`src/rtl/mult_rev_seq_if.sv`:
```
// Request/result bundle for the sequential reversible multiplier.
// The master issues operands and consumes results; the slave is the
// multiplier itself.
interface mult_rev_seq_if #(
  parameter int WIDTH = 8
);
  // Request channel
  logic                   in_valid;
  logic                   in_ready;
  logic                   in_dir;
  logic [WIDTH-1:0]       in_a;
  logic [WIDTH-1:0]       in_b;
  logic [WIDTH-1:0]       in_e;
  logic [2*WIDTH-1:0]     in_p;

  // Result channel
  logic                   out_valid;
  logic                   out_ready;
  logic                   out_dir;
  logic [2*WIDTH-1:0]     out_p;
  logic [WIDTH-1:0]       out_a;
  logic [WIDTH-1:0]       out_b;
  logic [WIDTH-1:0]       out_e;
  logic                   out_err;
  logic                   out_ninv;

  modport master (
    output in_valid, in_dir, in_a, in_b, in_e, in_p, out_ready,
    input  in_ready, out_valid, out_dir, out_p, out_a, out_b, out_e,
           out_err, out_ninv
  );

  modport slave (
    input  in_valid, in_dir, in_a, in_b, in_e, in_p, out_ready,
    output in_ready, out_valid, out_dir, out_p, out_a, out_b, out_e,
           out_err, out_ninv
  );
endinterface

```
`src/rtl/mult_rev_seq.sv`:
```
// Sequential reversible multiplier.
// Forward:  P = A*B + E by W shift-add steps, accumulator seeded with E.
// Backward: B = P / A, E = P % A by W restoring-division steps, MSB first.
// One request in flight; results held until the consumer takes them.
// WIDTH must be at least 2.
module mult_rev_seq #(
  parameter int WIDTH = 8
) (
  input  logic           clk,
  input  logic           rst_n,
  mult_rev_seq_if.slave  bus
);
  localparam int PW = 2 * WIDTH;
  localparam int CW = $clog2(WIDTH);

  typedef enum logic [1:0] {
    S_IDLE,
    S_CALC,
    S_DONE
  } state_t;

  state_t r_state;
  state_t w_next;

  logic             r_dir;
  logic             r_err;
  logic             r_ninv;
  logic [WIDTH-1:0] r_a;
  logic [WIDTH-1:0] r_b;
  logic [PW-1:0]    r_acc;   // forward: accumulator; backward: {remainder, quotient/dividend}
  logic [CW-1:0]    r_cnt;

  logic             w_accept;
  logic             w_last;
  logic             w_bwd_err;
  logic [PW-1:0]    w_a_ext;
  logic [PW-1:0]    w_addend;
  logic [PW-1:0]    w_fwd_next;
  logic [WIDTH:0]   w_trial;
  logic [WIDTH:0]   w_diff;
  logic             w_ge;
  logic [WIDTH-1:0] w_rem_next;
  logic [PW-1:0]    w_div_next;

  assign w_accept  = bus.in_valid && (r_state == S_IDLE);
  assign w_last    = (r_cnt == CW'(WIDTH - 1));
  // A quotient fits in W bits only if the upper half of P is below A.
  assign w_bwd_err = (bus.in_a == '0) || (bus.in_p[PW-1:WIDTH] >= bus.in_a);

  // Forward step: add A<<i when B[i] is set.
  assign w_a_ext    = {{WIDTH{1'b0}}, r_a};
  assign w_addend   = r_b[r_cnt] ? (w_a_ext << r_cnt) : '0;
  assign w_fwd_next = r_acc + w_addend;

  // Backward step: shift the next dividend bit into the partial remainder,
  // subtract A if it fits, and shift the quotient bit in at the bottom.
  assign w_trial    = {r_acc[PW-1:WIDTH], r_acc[WIDTH-1]};
  assign w_ge       = (w_trial >= {1'b0, r_a});
  assign w_diff     = w_trial - {1'b0, r_a};
  assign w_rem_next = w_ge ? w_diff[WIDTH-1:0] : w_trial[WIDTH-1:0];
  assign w_div_next = {w_rem_next, r_acc[WIDTH-2:0], w_ge};

  // State register.
  // NOTE: sequential state uses non-blocking assignments so every flop
  // samples pre-edge values regardless of block ordering.
  always_ff @(posedge clk or negedge rst_n) begin
    if (!rst_n) r_state <= S_IDLE;
    else        r_state <= w_next;
  end

  // Next-state and output decode; outputs are zero outside DONE.
  // NOTE: every signal gets a default first so no path leaves one
  // unassigned, which would infer a latch.
  always_comb begin
    w_next        = r_state;
    bus.in_ready  = 1'b0;
    bus.out_valid = 1'b0;
    bus.out_dir   = 1'b0;
    bus.out_p     = '0;
    bus.out_a     = '0;
    bus.out_b     = '0;
    bus.out_e     = '0;
    bus.out_err   = 1'b0;
    bus.out_ninv  = 1'b0;
    case (r_state)
      S_IDLE: begin
        bus.in_ready = 1'b1;
        if (bus.in_valid) begin
          w_next = (bus.in_dir && w_bwd_err) ? S_DONE : S_CALC;
        end
      end
      S_CALC: begin
        if (w_last) w_next = S_DONE;
      end
      S_DONE: begin
        bus.out_valid = 1'b1;
        bus.out_dir   = r_dir;
        bus.out_a     = r_a;
        bus.out_err   = r_err;
        if (r_dir) begin
          if (!r_err) begin
            bus.out_b = r_acc[WIDTH-1:0];
            bus.out_e = r_acc[PW-1:WIDTH];
          end
        end else begin
          bus.out_p    = r_acc;
          bus.out_ninv = r_ninv;
        end
        if (bus.out_ready) w_next = S_IDLE;
      end
      default: w_next = S_IDLE;
    endcase
  end

  // Operand latch at accept, then one arithmetic step per CALC cycle.
  always_ff @(posedge clk or negedge rst_n) begin
    if (!rst_n) begin
      r_dir  <= 1'b0;
      r_err  <= 1'b0;
      r_ninv <= 1'b0;
      r_a    <= '0;
      r_b    <= '0;
      r_acc  <= '0;
      r_cnt  <= '0;
    end else if (w_accept) begin
      r_dir  <= bus.in_dir;
      r_a    <= bus.in_a;
      r_b    <= bus.in_b;
      r_cnt  <= '0;
      r_acc  <= bus.in_dir ? bus.in_p : {{WIDTH{1'b0}}, bus.in_e};
      r_err  <= bus.in_dir && w_bwd_err;
      r_ninv <= !bus.in_dir && (bus.in_e >= bus.in_a);
    end else if (r_state == S_CALC) begin
      r_acc <= r_dir ? w_div_next : w_fwd_next;
      r_cnt <= r_cnt + CW'(1);
    end
  end
endmodule

```
`src/flat_wrapper.sv`:
```
// flat-port wrapper written by rule: the top's interface ports become plain ports
module mult_rev_seq_flat 
#(
  parameter int WIDTH = 8
)
  (clk, rst_n, bus_in_valid, bus_in_dir, bus_in_a, bus_in_b, bus_in_e, bus_in_p, bus_out_ready, bus_in_ready, bus_out_valid, bus_out_dir, bus_out_p, bus_out_a, bus_out_b, bus_out_e, bus_out_err, bus_out_ninv);
  mult_rev_seq_if #(.WIDTH(WIDTH)) bus_i ();
  input  logic clk;
  input  logic rst_n;
  input wire logic [$bits(bus_i.in_valid)-1:0] bus_in_valid;
  input wire logic [$bits(bus_i.in_dir)-1:0] bus_in_dir;
  input wire logic [$bits(bus_i.in_a)-1:0] bus_in_a;
  input wire logic [$bits(bus_i.in_b)-1:0] bus_in_b;
  input wire logic [$bits(bus_i.in_e)-1:0] bus_in_e;
  input wire logic [$bits(bus_i.in_p)-1:0] bus_in_p;
  input wire logic [$bits(bus_i.out_ready)-1:0] bus_out_ready;
  output wire logic [$bits(bus_i.in_ready)-1:0] bus_in_ready;
  output wire logic [$bits(bus_i.out_valid)-1:0] bus_out_valid;
  output wire logic [$bits(bus_i.out_dir)-1:0] bus_out_dir;
  output wire logic [$bits(bus_i.out_p)-1:0] bus_out_p;
  output wire logic [$bits(bus_i.out_a)-1:0] bus_out_a;
  output wire logic [$bits(bus_i.out_b)-1:0] bus_out_b;
  output wire logic [$bits(bus_i.out_e)-1:0] bus_out_e;
  output wire logic [$bits(bus_i.out_err)-1:0] bus_out_err;
  output wire logic [$bits(bus_i.out_ninv)-1:0] bus_out_ninv;
  assign bus_i.in_valid = bus_in_valid;
  assign bus_i.in_dir = bus_in_dir;
  assign bus_i.in_a = bus_in_a;
  assign bus_i.in_b = bus_in_b;
  assign bus_i.in_e = bus_in_e;
  assign bus_i.in_p = bus_in_p;
  assign bus_i.out_ready = bus_out_ready;
  assign bus_in_ready = bus_i.in_ready;
  assign bus_out_valid = bus_i.out_valid;
  assign bus_out_dir = bus_i.out_dir;
  assign bus_out_p = bus_i.out_p;
  assign bus_out_a = bus_i.out_a;
  assign bus_out_b = bus_i.out_b;
  assign bus_out_e = bus_i.out_e;
  assign bus_out_err = bus_i.out_err;
  assign bus_out_ninv = bus_i.out_ninv;
  mult_rev_seq #(.WIDTH(WIDTH)) u_core (.clk(clk), .rst_n(rst_n), .bus(bus_i));
endmodule
```
`config.mk`:
```
export PLATFORM = sky130hd
export DESIGN_NAME = mult_rev_seq_flat
export DESIGN_NICKNAME = d
export VERILOG_FILES = /design/src/rtl/mult_rev_seq_if.sv /design/src/rtl/mult_rev_seq.sv /design/src/flat_wrapper.sv
export SDC_FILE = /design/constraint.sdc
export NUM_CORES = 1
export LEC_CHECK = 0
export ABC_AREA = 0
export BUFFER_PORTS_ARGS = -buffer_cell sky130_fd_sc_hd__buf_2
export CORE_MARGIN = 2
export CORE_UTILIZATION = 47
export DETAILED_ROUTE_END_ITERATION = 6
export HOLD_SLACK_MARGIN = 0.1
export PLACE_DENSITY = 0.71
export SETUP_SLACK_MARGIN = 0.2
export SLEW_MARGIN = 20
export SYNTH_ARGS = -nofsm -noshare
export SYNTH_HDL_FRONTEND = slang
export SYNTH_SLANG_ARGS = --single-unit
```
`constraint.sdc`:
```
create_clock -name clk -period 7.7 [get_ports clk]
set_input_delay 0.77 -clock clk [delete_from_list [all_inputs] [get_ports clk]]
set_output_delay 0.77 -clock clk [all_outputs]
set_load 0.005 [all_outputs]
```
After elaboration in Yosys (flattened, before gate mapping)
Cells that the tools add are included.
{"block": "op_classes", "n_addsub": 3, "n_mul": 0, "div": 0, "n_lt_le_gt_ge": 4, "n_eq_ne": 6, "shifts": 1, "muxes": 30, "bitwise": 0, "reduce_logical": 9}
{"operator": "16-bit 2-to-1 mux", "n": 7}
{"operator": "8-bit 2-to-1 mux", "n": 8}
{"operator": "16-bit adder", "n": 1}
{"operator": "8-bit >= comparator", "n": 2}
{"operator": "8-bit by 3-bit left shift with 16-bit output", "n": 1}
{"operator": "9-bit by 8-bit >= comparator with 1-bit output", "n": 1}
{"operator": "8-bit zero test", "n": 1}
{"operator": "2-bit 2-to-1 mux", "n": 4}
{"operator": "8-bit subtractor", "n": 1}
{"operator": "1-bit 2-to-1 mux", "n": 7}
{"operator": "3-bit 2-to-1 mux", "n": 2}
{"operator": "2-bit case mux with 3 select lines", "n": 1}
{"operator": "3-bit by 4-bit < comparator with 1-bit output, second input constant", "n": 1}
{"operator": "2-bit inequality test, second input constant", "n": 2}
{"operator": "3-bit by 1-bit adder with 3-bit output, second input constant", "n": 1}
{"operator": "1-bit binary-select mux with 3-bit select", "n": 1}
{"operator": "3-bit == test, second input constant", "n": 1}
{"operator": "1-bit logical AND", "n": 3}
{"operator": "3-bit AND reduction", "n": 1}
{"operator": "2-bit by 1-bit == test with 1-bit output, second input constant", "n": 1}
{"operator": "2-bit == test, second input constant", "n": 1}
{"operator": "2-bit zero test", "n": 1}
{"operator": "2-bit by 1-bit inequality test with 1-bit output, second input constant", "n": 1}
{"operator": "2-bit nonzero test", "n": 1}
{"operator": "other kinds (2)", "n": 2}
{"block": "totals", "reg_bits": 40, "latchBits": 0, "ram_bits": 0, "romBits": 0, "input_bits": 45, "output_inout_bits": 45, "wordCells": 61, "memories": 0}

Longest topological paths before layout
Gate-level depths: netlist of the first run.
{"block": "logic_depth", "ltp_word": 7, "ltp_mapped": 16}

Least setup slack after synthesis of the first run
Ideal clock, no wire load.
{"block": "synth_timing", "path_kind": "register to register", "start": "reg u_core.r_cnt[0]", "end": "reg u_core.r_acc[15]", "setup_time_ps": 87, "t_arrival_ps": 3273, "setup_slack_ps": 4341, "stages_incl_launch_ff": 16, "path_buffers": 3, "path_cell_list": "dfrtp_1 -> buf_2 -> mux4_2 -> nand2_1 -> and2_1 -> clkbuf_1 -> a211oi_1 -> ha_1 -> clkbuf_1 -> a21oi_1 -> o21ai_0 -> a211oi_2 -> a21oi_1 -> a311oi_1 -> mux2_2 -> o211ai_1"}
{"block": "synth_via", "elab_chain_len": 7, "elab_cells_between_ends": 8, "cone_classes": "add/sub (1); shift (1); mux (6)"}
{"item": "start: declaration", "line": "mult_rev_seq.sv:31", "source": "logic [CW-1:0] r_cnt;"}
{"item": "start signal: assignment", "line": "mult_rev_seq.sv:135", "source": "r_cnt <= r_cnt + CW'(1);"}
{"item": "1-bit binary-select mux with 3-bit select", "line": "mult_rev_seq.sv:52", "source": "assign w_addend = r_b[r_cnt] ? (w_a_ext << r_cnt) : '0;"}
{"item": "1-bit 2-to-1 mux (not written as such)", "line": "mult_rev_seq.sv:52"}
{"item": "16-bit 2-to-1 mux *", "line": "mult_rev_seq.sv:52"}
{"item": "16-bit adder *", "line": "mult_rev_seq.sv:53", "source": "assign w_fwd_next = r_acc + w_addend;"}
{"item": "16-bit 2-to-1 mux *", "line": "mult_rev_seq.sv:134", "source": "r_acc <= r_dir ? w_div_next : w_fwd_next;"}
{"item": "16-bit 2-to-1 mux *", "line": "mult_rev_seq.sv:133", "source": "end else if (r_state == S_CALC) begin"}
{"item": "16-bit 2-to-1 mux *", "line": "mult_rev_seq.sv:125", "source": "end else if (w_accept) begin"}
{"item": "end signal: assignment", "line": "mult_rev_seq.sv:130", "source": "r_acc <= bus.in_dir ? bus.in_p : {{WIDTH{1'b0}}, bus.in_e};"}
{"item": "end signal: assignment", "line": "mult_rev_seq.sv:134"}
{"item": "end: declaration", "line": "mult_rev_seq.sv:30", "source": "logic [PW-1:0] r_acc;"}
Every way passes the cells marked *; elsewhere a longest branch is shown, timed or not. The select of a mux whose other input is x is not followed.
A chain may end at the register's enable or synchronous reset.

Final worst setup path of the first run
{"block": "layout_timing", "start": "reg u_core.r_cnt[0]", "end": "reg u_core.r_acc[12]"}
Same word-level chain as after synthesis.

==> results.toml, run 1 <==
[setup_path]
r2r_slack_ns = 3.91
crit_required_ns = 7.89
worst-path-max-fanout = 20
start_kind = "flop"
path_class = "reg -> reg"
crit_path_end_kind = "flop"
arrival_ns = 3.98

[sta]
rsz0062_at_grt = "no"
slew_violations = 0
finalHoldViolCount = 0
finalSetupTns_ns = 0
worst_slack_ns = 3.91
setup_viol = 0
fin_worst_skew_ns = 0.00932
tightest_slew_ns = 0.950
slew_headroom_pct = 36.5
post-route-min-period_ns = 3.79
max_freq_mhz = 264
holdWs_ns = 0.492
fin_crit_sh_pct = 49.2

[run]
cap_violations = 0

[route]
routedWlPerCell_microns = 17.1
num_vias = 4117
drtPass1Iterations = 5
drt-total-wl_microns = 12100
drc = 0
vias_per_cell = 5.84
drt_iter0_markers = 327
ant_nets = 0

[logic_synthesis]
yosysSeqAreaShare_pct = 24.6
synth-adder-area-share_pct = 13.6
muxShareOfSynthArea_pct = 6.91
yosys_warnings = 0
synth_top_area_share_pct = 24.6
syn-num-nets = 617
synthFlopType = "dfrtp_1"
yosys.area_share.xor_xnor_pct = 3.44
syn_inst = 529
synthSimpleGateAreaFrac_pct = 23.2
synth_compound_area_share_pct = 23.0
synth_top_family_by_area = "simple AND/OR/NAND/NOR gates"
syn-cell-area_sq_um = 4080
async_flop_share_pct = 100
syn_area_per_cell_sq_um = 7.70
ys_ff_latch = 40
synth.area.top_cells = "dfrtp_1 (25%), ha_1 (13%), nand2_1 (7.8%), and2_1 (5.4%), o21ai_0 (4.9%)"
synth_edf_count = 0
synth_common_cells = "nand2_1 (85), nor2_1 (51), ha_1 (41)"
yosysMostFrequentCell = "nand2_1"
synth_area_leader_cell = "dfrtp_1"
synth.distinct_cells = 57

[clock_tree]
clockBufferDepth = 2
cts_sinks = 40
hold_buffers = 0
worst_skew_pair.late_latency_ns = 0.30
cts_tree = "done"
h-tree-depth = 2
path_clk_slew_ns = 0.09
cts_buffers = 5
cts_setup_buffers = 0
ctsResizeCount = 0
cts_root_buf = "clkbuf_8"

[global_routing]
antenna_found_initial = 0
grt_pass1_vias = 3724
grt_pass1_wl_microns = 19600
grt_util_all_layers_pct = 25.5
globalRouteOverflowTotal = 0
grt_max_degree = 41

[die]
die_w_microns = 97.1
initial_core_util_pct = 49.1
core_area_sq_um = 8300
die_h_microns = 97.1
die_area_sq_um = 9430
pin_count = 90
num_rows = 33

[placed_design]
hpwl_microns = 9510
portBuffers = 89
gp_congestion = 0.930
pre_cts_slack_ns = 3.96

[layout]
fin_nets = 687
drive_above_1_share_pct = 18.0
utilization_pct = 56.1
diodes = 0
area_growth_pct = 14.3

[power]
power_density_nw_per_um2 = 431
p_total_mw = 2.01
peakVddDrop_mv = 0.182
p_leak_nw = 2.42

[worst_hold_path]
hold_class = "reg -> reg"

[outcome]
status = "complete, no violations"
-- report_power, final --
| group | leakage (nW) | internal [mW] | switching [mW] |
|---|---|---|---|
| Combinational | 1.87 | 0.581 | 0.751 |
| Sequential | 0.492 | 0.317 | 0.184 |
| Clock | 0.0541 | 0.0960 | 0.0799 |
| Total | 2.42 | 0.994 | 1.01 |
-- per-layer routing --
metal  GRT usage (%)  vias up  wire length, microns
met5               0        -                     0
met4            6.83        0                   245
met3            2.45       18                   864
met2            43.1      188                  5650
met1            35.1     1920                  5320
li1                -     1991                     -
-- cell usage in the layout (no fill, tap or decap), drive strengths merged, types with 2 or more instances in the layout --
master	instances
o21ai	41
fa	2
and3	5
a31oi	4
nand2b	5
a21oi	40
ha	41
nor2b	5
mux2i	18
and2	35
o21a	3
o2111a	2
a211oi	7
xor2	5
inv	28
nand2	85
buf	90
o211a	2
o22a	2
a22o	2
o31a	4
nand3b	2
o211ai	3
a22oi	2
mux4	2
mux2	5
nand3	7
xnor2	11
nor3	8
clkbuf	5
nor2	51
a21o	15
o2bb2ai	2
a311oi	2
nor4	2
dfrtp	40
-- state kept, by name, summed over array words and instances (netlist names) --
signal          cells
u_core.r_ninv       1
u_core.r_err        1
u_core.r_dir        1
u_core.r_acc       16
u_core.r_cnt        3
u_core.r_state      2
u_core.r_a          8
u_core.r_b          8
-- layout make-up --
type / count / area, sq um
fillers: 761 / 3640
multi-input cells: 434 / 2860
flip-flops and latches: 40 / 1000
repair buffers: 90 / 453
well taps: 105 / 131
inverters: 28 / 105
clock buffers: 5 / 68.8
clock inverters: 3 / 42.5
-- worst max-delay path, cell delays in order (launching register included) --
cell and delay (ns):
dfrtp_1 0.73, mux4_2 0.57, nand2_1 0.15, and2_1 0.27, nor2_1 0.09, ha_1 0.34, and3_1 0.20, o2bb2ai_1 0.17
o41a_1 0.36, a311oi_2 0.30, xnor2_1 0.11, a221oi_1 0.27, a21oi_1 0.10
-- logic make-up after synthesis --
kind of cell / Yosys count
buffers and inverters: 55
adder cells (fa/ha/maj): 43
multiplexers: 25
flip-flops: 40
AO/OA/AOI/OAI: 142
XOR/XNOR: 16
AND/OR/NAND/NOR: 208
-- through the flow --
| stage | std cells | instance area (sq um) |
|---|---|---|
| after global placement | 697 | 4550 |
| after detailed placement | 697 | 4550 |
| after floorplan | 529 | 4080 |
| after global routing | 705 | 4660 |
| after CTS | 705 | 4660 |
| final | 705 | 4660 |
-- worst paths after layout --
path | from | endpoint | depth (start not counted)
worst min register to register | u_core.r_b[2] | u_core.r_b[2] | 2
min in group asynchronous | rst_n | u_core.r_acc[6] | 1
max in group asynchronous | rst_n | u_core.r_a[7] | 1
worst max-delay path | u_core.r_cnt[0] | u_core.r_acc[12] | 12
worst min-delay path | u_core.r_b[2] | u_core.r_b[2] | 2
worst max register to register | u_core.r_cnt[0] | u_core.r_acc[12] | 12
(Power assumes the default switching activity.)
==> inputs of run 2 (changes only) <==
==> constraint.sdc (replaced) <==
create_clock -name clk -period 3.5 [get_ports clk]
set_input_delay 0.35 -clock clk [delete_from_list [all_inputs] [get_ports clk]]
set_output_delay 0.35 -clock clk [all_outputs]
set_load 0.005 [all_outputs]
==> results.toml, run 2 (synthesis results as in run 1) <==
[route]
num_vias = 4210
drtPass1Iterations = 6
drt_iter0_markers = 316
vias_per_cell = 5.78
routedWlPerCell_microns = 17.3
ant_nets = 0
drt-total-wl_microns = 12600
drc = 0

[sta]
slew_violations = 0
max_freq_mhz = 301
tightest_slew_ns = 0.920
fin_worst_skew_ns = 0.00493
finalHoldViolCount = 0
rsz0062_at_grt = "yes"
slew_headroom_pct = 38.7
fin_crit_sh_pct = 94.8
setup_viol = 0
post-route-min-period_ns = 3.32
finalSetupTns_ns = 0

[setup_path]
crit_path_end_kind = "flop"
r2r_slack_ns = 0.18
critPathLaunch = "u_core.r_cnt[0]"
path_depth = 12
critPathTopFamily = "compound AO/OA/AOI/OAI gates"
cp_num_buf_inv = 0
slowest_stage = "mux4_2"
critPathMaxStageDelay_ns = 0.54
cp-endpoint = "u_core.r_acc[12]"
start_kind = "flop"
worst-path-max-fanout = 3
arrival_ns = 3.50
path_class = "reg -> reg"
path_cells = "mux4_2, nand2_4, nor2_4, ha_4, fa_2, a21o_1, o2bb2ai_4, o41a_1, a311oi_2, xnor2_1, a221oi_1, a21oi_1"
r2r_end = "u_core.r_acc[12]"
r2r_cells = 12
reg2reg_from = "u_core.r_cnt[0]"
crit_required_ns = 3.68

[layout]
largest_reg_flops = 16
fin_nets = 710
area_growth_pct = 22.2
layout_common_cells = "buf_2 (89), nand2_1 (84), nor2_1 (48)"
top_register = "u_core.r_acc"
largestRegisters = "u_core.r_acc x16, u_core.r_a x8, u_core.r_b x8"
nFillCells = 758
layout_commonest_cell = "buf_2"
final_cell_area_sq_um = 4980
drive_above_1_share_pct = 24.2
diodes = 0
instances_no_fill = 728

[die]
die_h_microns = 97.1
core_area_sq_um = 8300
die_w_microns = 97.1
num_rows = 33
initial_core_util_pct = 49.1
pin_count = 90
die_area_sq_um = 9430

[placed_design]
hpwl_microns = 9720
placed_cells = 705
placed_area_sq_um = 4610
portBuffers = 89
gp_congestion = 0.918

[clock_tree]
cts_buffers = 5
path_clk_slew_ns = 0.09
clockBufferDepth = 2
hold_buffers = 0
cts_sinks = 40
worst_skew_pair.late_latency_ns = 0.30
h-tree-depth = 2
cts_tree = "done"
cts_root_buf = "clkbuf_8"

[outcome]
status = "complete, no violations"

[power]
seqPwrFrac_pct = 21.3
power.switching_mw = 2.46
peakVddDrop_mv = 0.461
p_int_mw = 2.53
clock_power_share_pct = 8.1
comb_power_share_pct = 70.6
power_density_nw_per_um2 = 1000
p_leak_nw = 2.54
sw_frac_of_total_pct = 49.3

[global_routing]
grt_pass1_vias = 3873
grt_util_all_layers_pct = 25.6
globalRouteOverflowTotal = 0
grt_pass1_wl_microns = 19600
antenna_found_initial = 0
grt_max_degree = 41

[worst_hold_path]
hold_class = "in -> async"

[run]
cap_violations = 0
run 2: per-layer routing:
layer | wire, microns | GRT usage, % | vias to the layer above
li1 | - | - | 2034
met1 | 5550 | 34.2 | 1980
met2 | 5950 | 42.4 | 178
met3 | 879 | 4.32 | 18
met4 | 224 | 8.13 | 0
met5 | 0 | 0 | -
run 2: worst min path at each step:
stage	startpoint	endpoint	depth (start not counted)	slack [ns]
2_1_floorplan	rst_n	u_core.r_a[0]	0	0.05
3_5_place_dp	u_core.r_b[2]	u_core.r_b[2]	2	0.47
4_1_cts	rst_n	u_core.r_acc[1]	1	0.20
3_3_place_gp	u_core.r_b[3]	u_core.r_b[3]	2	0.46
5_1_grt	bus_in_b[2]	u_core.r_b[2]	3	0.24
6_report	rst_n	u_core.r_acc[1]	1	0.18
run 2: area by class of cell:
class / count / area (sq um) / share of cell area [%]
repair buffers: 113 / 633 / 12.7
clock buffers: 5 / 68.8 / 1.38
clock inverters: 3 / 46.3 / 0.930
inverters: 28 / 105 / 2.11
flip-flops and latches: 40 / 1000 / 20.1
well taps: 105 / 131 / 2.64
multi-input cells: 434 / 2990 / 60.1
run 2: power by group through the flow:
stage,sequential [mW],clock [mW],combinational (mW)
after floorplan,0.861,0,2.46
after global placement,1.04,0,2.92
after detailed placement,1.05,0,3.01
after CTS,1.04,0.403,3.14
after global routing,1.10,0.419,3.84
final,1.06,0.402,3.52
run 2: metrics by stage:
stage / util (%) / worst slack [ns] / hold slack (ns) / power [mW]
floorplan: - / 0.208 / 0.0544 / 3.32
global placement: 55.5 / 0.193 / 0.456 / 3.97
detailed placement: 55.5 / 0.137 / 0.469 / 4.06
CTS: 57.6 / 0.190 / 0.204 / 4.58
global route: 60.0 / 0.0516 / 0.242 / 5.36
finish: 60.0 / 0.180 / 0.176 / 4.98
run 2: what timing repair did:
item | in CTS | in global routing
setup endpoints to repair | 3 | 6
hold endpoints to repair | 0 | 0
pin swaps | 8 | 23
buffers inserted | 5 | 10
gates resized for setup | 6 | 24
